==> src/rtl/dmem_responder.sv <==
// dmem_responder: data-side memory responder for a single-cycle core.
// Serves a word-addressed RAM with byte/half/word stores plus an I/O page
// holding a byte output FIFO, a free-running cycle counter and a
// dropped-write counter. Reads are combinational; stores commit on clk.
module dmem_responder #(
   parameter int DEPTH_WORDS = 64,
   parameter int FIFO_DEPTH  = 4
) (
   input  logic        clk,
   input  logic        reset,
   input  logic        memwrite,
   input  logic [1:0]  size,
   input  logic [31:0] aluout,
   input  logic [31:0] writedata,
   output logic [31:0] readdata,
   output logic        out_valid,
   output logic [7:0]  out_data,
   input  logic        out_ready,
   output logic        misalign_err
);

   localparam int AW = $clog2(DEPTH_WORDS);
   localparam int PW = $clog2(FIFO_DEPTH);
   localparam int CW = PW + 1;
   localparam logic [31:0]   RAM_BYTES = 32'(DEPTH_WORDS * 4);
   localparam logic [CW-1:0] FIFO_FULL = CW'(FIFO_DEPTH);

   // Register select within the I/O page, from aluout[3:2].
   typedef enum logic [1:0] {
      REG_OUTDATA = 2'd0,
      REG_STATUS  = 2'd1,
      REG_CYCLE   = 2'd2,
      REG_DROPS   = 2'd3
   } io_reg_e;

   logic [31:0]   ram [DEPTH_WORDS];
   logic [7:0]    fifo_mem [FIFO_DEPTH];
   logic [PW-1:0] rd_ptr;
   logic [PW-1:0] wr_ptr;
   logic [CW-1:0] count;
   logic [3:0]    count4;
   logic [31:0]   cycle_cnt;
   logic [7:0]    drops;

   logic          is_ram;
   logic          is_io;
   io_reg_e       io_reg;
   logic [AW-1:0] ram_idx;
   logic          aligned;
   logic [3:0]    lane_en;
   logic [31:0]   lane_data;
   logic          store_ok;
   logic          fifo_empty;
   logic          fifo_full;
   logic          push;
   logic          pop;
   logic          push_ok;
   logic          push_drop;
   logic          cycle_clr;
   logic          drops_clr;

   assign is_ram  = aluout < RAM_BYTES;
   assign is_io   = aluout[31:4] == 28'hFFFF000;
   assign io_reg  = io_reg_e'(aluout[3:2]);
   assign ram_idx = aluout[AW+1:2];

   // Alignment check and little-endian lane enables/data for the store size.
   always_comb begin
      // NOTE: every output of a combinational block gets a default first so no latch is inferred.
      aligned   = 1'b1;
      lane_en   = 4'b1111;
      lane_data = writedata;
      case (size)
         2'b01: begin
            aligned   = ~aluout[0];
            lane_en   = aluout[1] ? 4'b1100 : 4'b0011;
            lane_data = {2{writedata[15:0]}};
         end
         2'b10: begin
            lane_en   = 4'b0001 << aluout[1:0];
            lane_data = {4{writedata[7:0]}};
         end
         default: begin
            aligned = (aluout[1:0] == 2'b00);
         end
      endcase
   end

   assign store_ok  = memwrite && aligned;
   assign cycle_clr = store_ok && is_io && (io_reg == REG_CYCLE);
   assign drops_clr = store_ok && is_io && (io_reg == REG_DROPS);

   // RAM lane writes on aligned stores that decode to the RAM window.
   // NOTE: the RAM array is deliberately not reset so it maps onto plain memory; only control state resets.
   always_ff @(posedge clk) begin
      if (store_ok && is_ram) begin
         for (int i = 0; i < 4; i++) begin
            if (lane_en[i]) ram[ram_idx][8*i +: 8] <= lane_data[8*i +: 8];
         end
      end
   end

   assign fifo_empty = (count == '0);
   assign fifo_full  = (count == FIFO_FULL);
   assign out_valid  = ~fifo_empty;
   assign out_data   = fifo_mem[rd_ptr];
   assign count4     = 4'(count);

   assign push      = store_ok && is_io && (io_reg == REG_OUTDATA);
   assign pop       = out_valid && out_ready;
   assign push_ok   = push && (!fifo_full || pop);
   assign push_drop = push && !push_ok;

   // Output FIFO storage, pointers and occupancy; a pop frees a slot for a same-cycle push.
   always_ff @(posedge clk or negedge reset) begin
      if (!reset) begin
         rd_ptr <= '0;
         wr_ptr <= '0;
         count  <= '0;
         for (int i = 0; i < FIFO_DEPTH; i++) fifo_mem[i] <= '0;
      end else begin
         // NOTE: state registers use non-blocking assignments so every update sees pre-edge values.
         if (push_ok) begin
            fifo_mem[wr_ptr] <= writedata[7:0];
            wr_ptr           <= wr_ptr + PW'(1);
         end
         if (pop) rd_ptr <= rd_ptr + PW'(1);
         count <= count + CW'(push_ok) - CW'(pop);
      end
   end

   // Cycle counter, saturating drop counter and sticky misalignment flag.
   always_ff @(posedge clk or negedge reset) begin
      if (!reset) begin
         cycle_cnt    <= '0;
         drops        <= '0;
         misalign_err <= 1'b0;
      end else begin
         cycle_cnt <= cycle_clr ? 32'd0 : cycle_cnt + 32'd1;
         if (drops_clr)                         drops <= '0;
         else if (push_drop && drops != 8'hFF)  drops <= drops + 8'd1;
         if (memwrite && !aligned) misalign_err <= 1'b1;
      end
   end

   // Combinational read mux: full aligned word, zero for unmapped space.
   always_comb begin
      readdata = '0;
      if (is_ram) begin
         readdata = ram[ram_idx];
      end else if (is_io) begin
         case (io_reg)
            REG_STATUS:  readdata = {24'b0, count4, 2'b00, fifo_full, fifo_empty};
            REG_CYCLE:   readdata = cycle_cnt;
            REG_DROPS:   readdata = {24'b0, drops};
            default:     readdata = '0;
         endcase
      end
   end

endmodule

==> config.mk <==
export PLATFORM = sky130hd
export DESIGN_NAME = dmem_responder
export DESIGN_NICKNAME = d
export VERILOG_FILES = /design/src/rtl/dmem_responder.sv
export SDC_FILE = /design/constraint.sdc
export NUM_CORES = 2
export LEC_CHECK = 0
export CAP_MARGIN = 40
export CORE_ASPECT_RATIO = 1.25
export CORE_MARGIN = 1.5
export CORE_UTILIZATION = 57
export CTS_CLUSTER_SIZE = 8
export DETAILED_ROUTE_END_ITERATION = 7
export GPL_ROUTABILITY_DRIVEN = 0
export GPL_TIMING_DRIVEN = 1
export PLACE_DENSITY_LB_ADDON = 0.1
export SYNTH_ARGS = -nofsm -noshare
export SYNTH_HDL_FRONTEND = slang
export SYNTH_SLANG_ARGS = --single-unit
==> constraint.sdc <==
create_clock -name clk -period 5.8 [get_ports clk]
set_clock_uncertainty 0.1 [all_clocks]
set_input_delay 1.74 -clock clk [delete_from_list [all_inputs] [get_ports clk]]
set_output_delay 1.74 -clock clk [all_outputs]
set_load 0.02 [all_outputs]
### Yosys cells after proc, flatten, opt, wreduce, memory -nomap -nowiden

Memories as Yosys holds them, arrays and structs flattened.
Cells that the tools add are included.

| storage, ports and cells | value |
|---|---|
| output and inout port bits | 42 |
| memories kept | 1 |
| memory bits (writable) | 2048 |
| flip-flop bits (word level) | 80 |
| input port bits | 70 |

Memories:

| name | words | bits a word | rd ports | clocked after Yosys merged registers in | wr ports | line | source |
|---|---|---|---|---|---|---|---|
| ram | 64 | 32 | 1 | 0 | 1 | 36 | `logic [31:0] ram [DEPTH_WORDS];` |

| operators by class | value |
|---|---|
| reduce and logical (&&, ||, !) cells | 20 |
| equal/unequal tests | 8 |
| bitwise gates (word level) | 4 |
| shift operators | 1 |
| mux-type cells | 28 |
| $add $sub $neg | 6 |
| $lt $le $gt $ge | 4 |

Operator list:

| kind | count |
|---|---|
| 2-to-1 mux 32 bit | 3 |
| case mux 32 bit (3 select lines) | 1 |
| case mux 32 bit (2 select lines) | 1 |
| 2-to-1 mux 8 bit | 5 |
| adder 32 x 1 -> 32 bit, second input constant | 1 |
| bitwise mux 32 bit | 1 |
| < comparator 32 x 9 -> 1 bit, second input constant | 1 |
| equality test 28 bit, second input constant | 1 |
| binary-select mux 8 bit (select 2 bit) | 1 |
| demux 8 bit (select 2 bit) | 1 |
| logical AND 1 bit | 12 |
| 2-to-1 mux 1 bit | 12 |
| adder 8 x 1 -> 8 bit, second input constant | 1 |
| inequality test 8 bit, second input constant | 1 |
| case mux 4 bit (2 select lines) | 1 |
| equality test 2 bit, second input constant | 3 |
| >= comparator 3 bit, second input constant | 2 |
| inverter 2 -> 3 bit | 2 |
| adder 2 x 1 -> 2 bit, second input constant | 2 |
| equality test 2 x 1 -> 1 bit, second input constant | 2 |
| logical NOT 2 bit | 2 |
| 2-to-1 mux 4 bit | 1 |
| << shifter 1 x 2 -> 4 bit, first input constant | 1 |
| adder 3 x 1 -> 3 bit | 1 |
| 9 further kinds | 12 |

### Depth between registers and ports, before layout

| depth | value |
|---|---|
| depth after elaboration | 11 |
| mapped depth | 13 |
| depth with buffers taken out | 12 |

### Worst setup path after synthesis

OpenSTA, ideal clock, no wires.

| path | value |
|---|---|
| kind | in2reg |
| start | input size[1] |
| end | memory ram[0][16], data pin |
| setup time | 702 ps |
| required time | 4998 ps |
| stages on the path | 7 |
| data arrival time | 5183 ps |
| slack | -184 ps |
| path through | inv_1 ha_1 clkbuf_1 or2_2 clkbuf_1 nand2_1 o21ai_0 |

| on the way | value |
|---|---|
| word-level cells in the longest chain between the ends | 2 |

Ends and longest elaborated chain:

| what | line | source |
|---|---|---|
| start: declaration | 12 | `input logic [1:0] size,` |
| equality test 2 bit or equality test 2 x 1 -> 1 bit (tied branches) | 73 | `case (size)` |
| case mux 32 bit (2 select lines) * | 73 |  |
| named net lane_data[16] | 51 | `logic [31:0] lane_data;` |
| end: declaration | 36 |  |

Mark *: on every way through the listed nets, which the timed path passes. The rest lies on a longest branch.

### Worst setup path in the final report

| path | value |
|---|---|
| start | input aluout[2] |
| end | output readdata[4] |

| on the way | value |
|---|---|
| word-level cells in the longest chain between the ends | 4 |

Ends and longest elaborated chain:

| what | line | source |
|---|---|---|
| start: declaration | 13 | `input logic [31:0] aluout,` |
| parallel branches: the longest is 3 deep, another holds < comparator 32 x 9 -> 1 bit | -- |  |
| 2-to-1 mux 32 bit * | 149 | `if (is_ram) begin` |
| end: declaration | 15 | `output logic [31:0] readdata,` |

Mark *: on every way between the ends.

==> results.json <==
{
  "cp_max_fo": 8,
  "avgSynthCellArea_um2": 19.27,
  "antenna_found_initial": 10,
  "fin_hold_ws_ns": 0.3608,
  "failed_checks": "DRC, setup timing",
  "grt_start_max_net_pins": 66,
  "ant_nets": 0,
  "endpoint_kind": "primary output",
  "cts_buffers": 316,
  "drt_iter0_markers": 7174,
  "fill_cells": 8841,
  "clk_latency_ns": 0.94,
  "synthCells": 4392,
  "synthesis.area_um2": 84620,
  "power.leakage_nw": 35.24,
  "finalWorstSetupSlack_ns": -0.2050,
  "grt_use_total": 0.3643,
  "path_clk_slew_ns": 0.05,
  "syn_to_final_growth_pct": 25.30,
  "final_nets": 5590,
  "synth_cell_types": 70,
  "ys_async_sr_fraction": 0.03759,
  "start_util": 0.5759,
  "synth_flop_cell": "edfxtp_1",
  "drv_cap": 0,
  "crit_top_cell": "buf_16",
  "routed_wirelength_mm": 273.1,
  "ys_seq_area_frac": 0.7504,
  "ir_drop_uv": 375.4,
  "grt_first_pass_wirelength_mm": 376.9,
  "startpoint": "aluout[2]",
  "setup_viol": 31,
  "avgRoutedWirePerCell_um": 36.45,
  "worst_path_max_delay_cell": "mux4_2",
  "die-area_um2": 150800,
  "yosysWarnings": 0,
  "drt-vias-per-instance": 6.720,
  "clk_path_buf_depth": 4,
  "critPathKind": "in -> out",
  "grt-ovfl-total": 0,
  "holdBufCountCts": 0,
  "powerDensity_nw_per_um2": 334.3,
  "synth_edf_count": 2048,
  "syn_nets": 4473,
  "rr_startpoint": "cycle_cnt[3]$_DFF_PN0_",
  "crit_family": "buffers and inverters",
  "post-place-ws_ns": -1.025,
  "cp_slowest_stage_delay_ns": 0.49,
  "cp_data_arrival_time_ns": 4.17,
  "num_vias": 50354,
  "fin_crit_ns": 6.005,
  "htree_levels": 5,
  "drive_above_1_share": 0.3759,
  "worst_ep_required_time_ns": 3.96,
  "fmax_mhz": 166.5,
  "critPathBufInv": 7,
  "hpwl_mm": 178.8,
  "io_pins": 112,
  "status": "finished, violations left",
  "rsz0062_at_grt": "true",
  "tritoncts": "yes",
  "drv_slew": 0,
  "row_count": 157,
  "start_kind": "input pin",
  "crit_chain": "buf_16 > buf_16 > buf_16 > buf_12 > buf_12 > mux4_2 > mux4_2 > o211ai_1 > o221ai_1 > buf_4 > buf_6",
  "hold_class": "reg -> reg",
  "clock-sinks": 2128,
  "timing.final.crit_share": 1.035,
  "worst_slew_pin_slew_ns": 0.9939,
  "ys_seq_elements": 2128,
  "hold_viol": 0,
  "grt_pass1_vias": 49892,
  "drc": 33,
  "first_pass_iters": 8,
  "portBuffers": 111,
  "cts-root-buf": "clkbuf_16",
  "die_x_um": 347.6,
  "core-area_um2": 146900,
  "die_height_um": 433.8,
  "holdCritStartpoint": "misalign_err$_DFFE_PN0P_",
  "slew_headroom": 0.3358
}
## layer usage
metal | GRT usage | share of wire | vias up
met5 | 0.004211 | 0.00036 | -
met4 | 0.2085 | 0.066 | 4
met3 | 0.1022 | 0.11 | 734
met2 | 0.5605 | 0.47 | 3387
met1 | 0.4708 | 0.35 | 26209
li1 | - | - | 20020
## worst register-to-register path: cells and delay by family (launching register included)
family	cells	cell delay [ns]
DFF	1	0.43
xor gates and xnor gates	1	0.14
and+or+nand+nor	6	1.89
buffers and inverters	1	0.26
## synthesized netlist by cell type (10+ instances only)
cell,number,share of area
edfxtp_1,2048,0.73
mux4_2,416,0.11
nor2_1,366,0.016
mux2i_1,244,0.029
nand2_1,220,0.0098
a22oi_1,106,0.0094
clkbuf_1,102,0.0045
dfrtp_1,80,0.024
a21oi_1,70,0.0041
o21ai_0,63,0.0037
mux2_2,60,0.0080
buf_2,59,0.0035
nand3_1,53,0.0031
buf_4,34,0.0030
buf_6,32,0.0043
nor3_1,32,0.0019
o22ai_1,28,0.0021
a221oi_1,26,0.0027
nand4_1,26,0.0019
nor2b_1,25,0.0018
a211oi_1,23,0.0020
xor2_1,23,0.0024
a22o_1,22,0.0023
a31oi_1,19,0.0014
and2_1,18,0.0013
buf_1,17,0.00075
xnor2_1,16,0.0017
inv_1,12,0.00053
nor4_1,12,0.00089
and3_1,10,0.00074
ha_1,10,0.0015
mux4_1,10,0.0031
## power breakdown
group	total [W]	switching, W	internal, W	leakage, nW
logic	0.00237	0.00146	0.000918	12.8
registers	0.0171	0.000000000429	0.0171	18.3
clock network	0.0160	0.00611	0.00989	4.10
total	0.0354	0.00756	0.0279	35.2
## layout make-up
class / instances / area (um2) / share of cell area
diodes: 9 / 22.52 / 0.0002124
clock inverters: 10 / 128.9 / 0.001215
clock buffers: 375 / 8278 / 0.07807
inverters: 15 / 62.56 / 0.0005900
flip-flops and latches: 2128 / 63500 / 0.5989
well taps: 1908 / 2387 / 0.02251
multi-input cells: 1999 / 21410 / 0.2020
repair buffers: 1049 / 10240 / 0.09658
## cells in the final DEF (no fill, tap or decap), types with 52 or more instances in the layout
master,synthesis,layout
mux2_2,60,60
nor2_1,366,349
clkbuf_1,102,52
nand2_1,220,198
dfrtp_1,80,80
clkbuf_16,0,327
buf_12,0,94
buf_4,34,747
edfxtp_1,2048,2048
a22oi_1,106,81
mux4_2,416,420
mux2i_1,244,233
buf_6,32,76
## state kept, by name (all words and copies together), names as in the netlist
name and flops:
fifo_mem 32, wr_ptr 2, ram 2048, count 3, cycle_cnt 32, misalign_err 1
rd_ptr 2, drops 8
## path summary, 6_finish.rpt
| path | end | slack, ns | cells past startpoint |
|---|---|---|---|
| worst max-delay path | readdata[4] | -0.21 | 11 |
| worst min-delay path | misalign_err$_DFFE_PN0P_ | 0.36 | 1 |
| worst max register to register | cycle_cnt[26]$_DFF_PN0_ | 2.81 | 8 |
| worst min register to register | misalign_err$_DFFE_PN0P_ | 0.36 | 1 |
| max in group asynchronous | cycle_cnt[16]$_DFF_PN0_ | 3.83 | 2 |
| min in group asynchronous | fifo_mem[30]$_DFFE_PN0P_ | 0.77 | 1 |
## cells by family after synthesis
family / Yosys count / share of synthesized area
DFF: 2128 / 0.7504
and+or+nand+nor: 796 / 0.04094
muxes: 730 / 0.1507
AOI/OAI and AO/OA: 423 / 0.03448
buffers and inverters: 265 / 0.01777
xor gates and xnor gates: 39 / 0.004036
adders and majority gates: 11 / 0.001715
## stage by stage
stage / cell area (um2) / std cells / utilization / total power [W] / setup TNS [ns]
6_report: 106000 / 7493 / 0.7216 / 0.03544 / -2.918
5_1_grt: 106000 / 7488 / 0.7216 / 0.03622 / -3.371
4_1_cts: 104800 / 7430 / 0.7134 / 0.03540 / -2.527
3_5_place_dp: 93580 / 6939 / 0.6369 / 0.01936 / -22.65
3_3_place_gp: 93440 / 6930 / 0.6360 / 0.01931 / -22.73
2_1_floorplan: 84620 / 4392 / - / 0.01833 / -9.623
## repair_timing
action	in CTS	in global routing
cloned	17	4
setup endpoints to repair	32	32
buffers inserted	98	56
gates resized for setup	540	163
pin swaps	74	77
(Power assumes the default switching activity.)
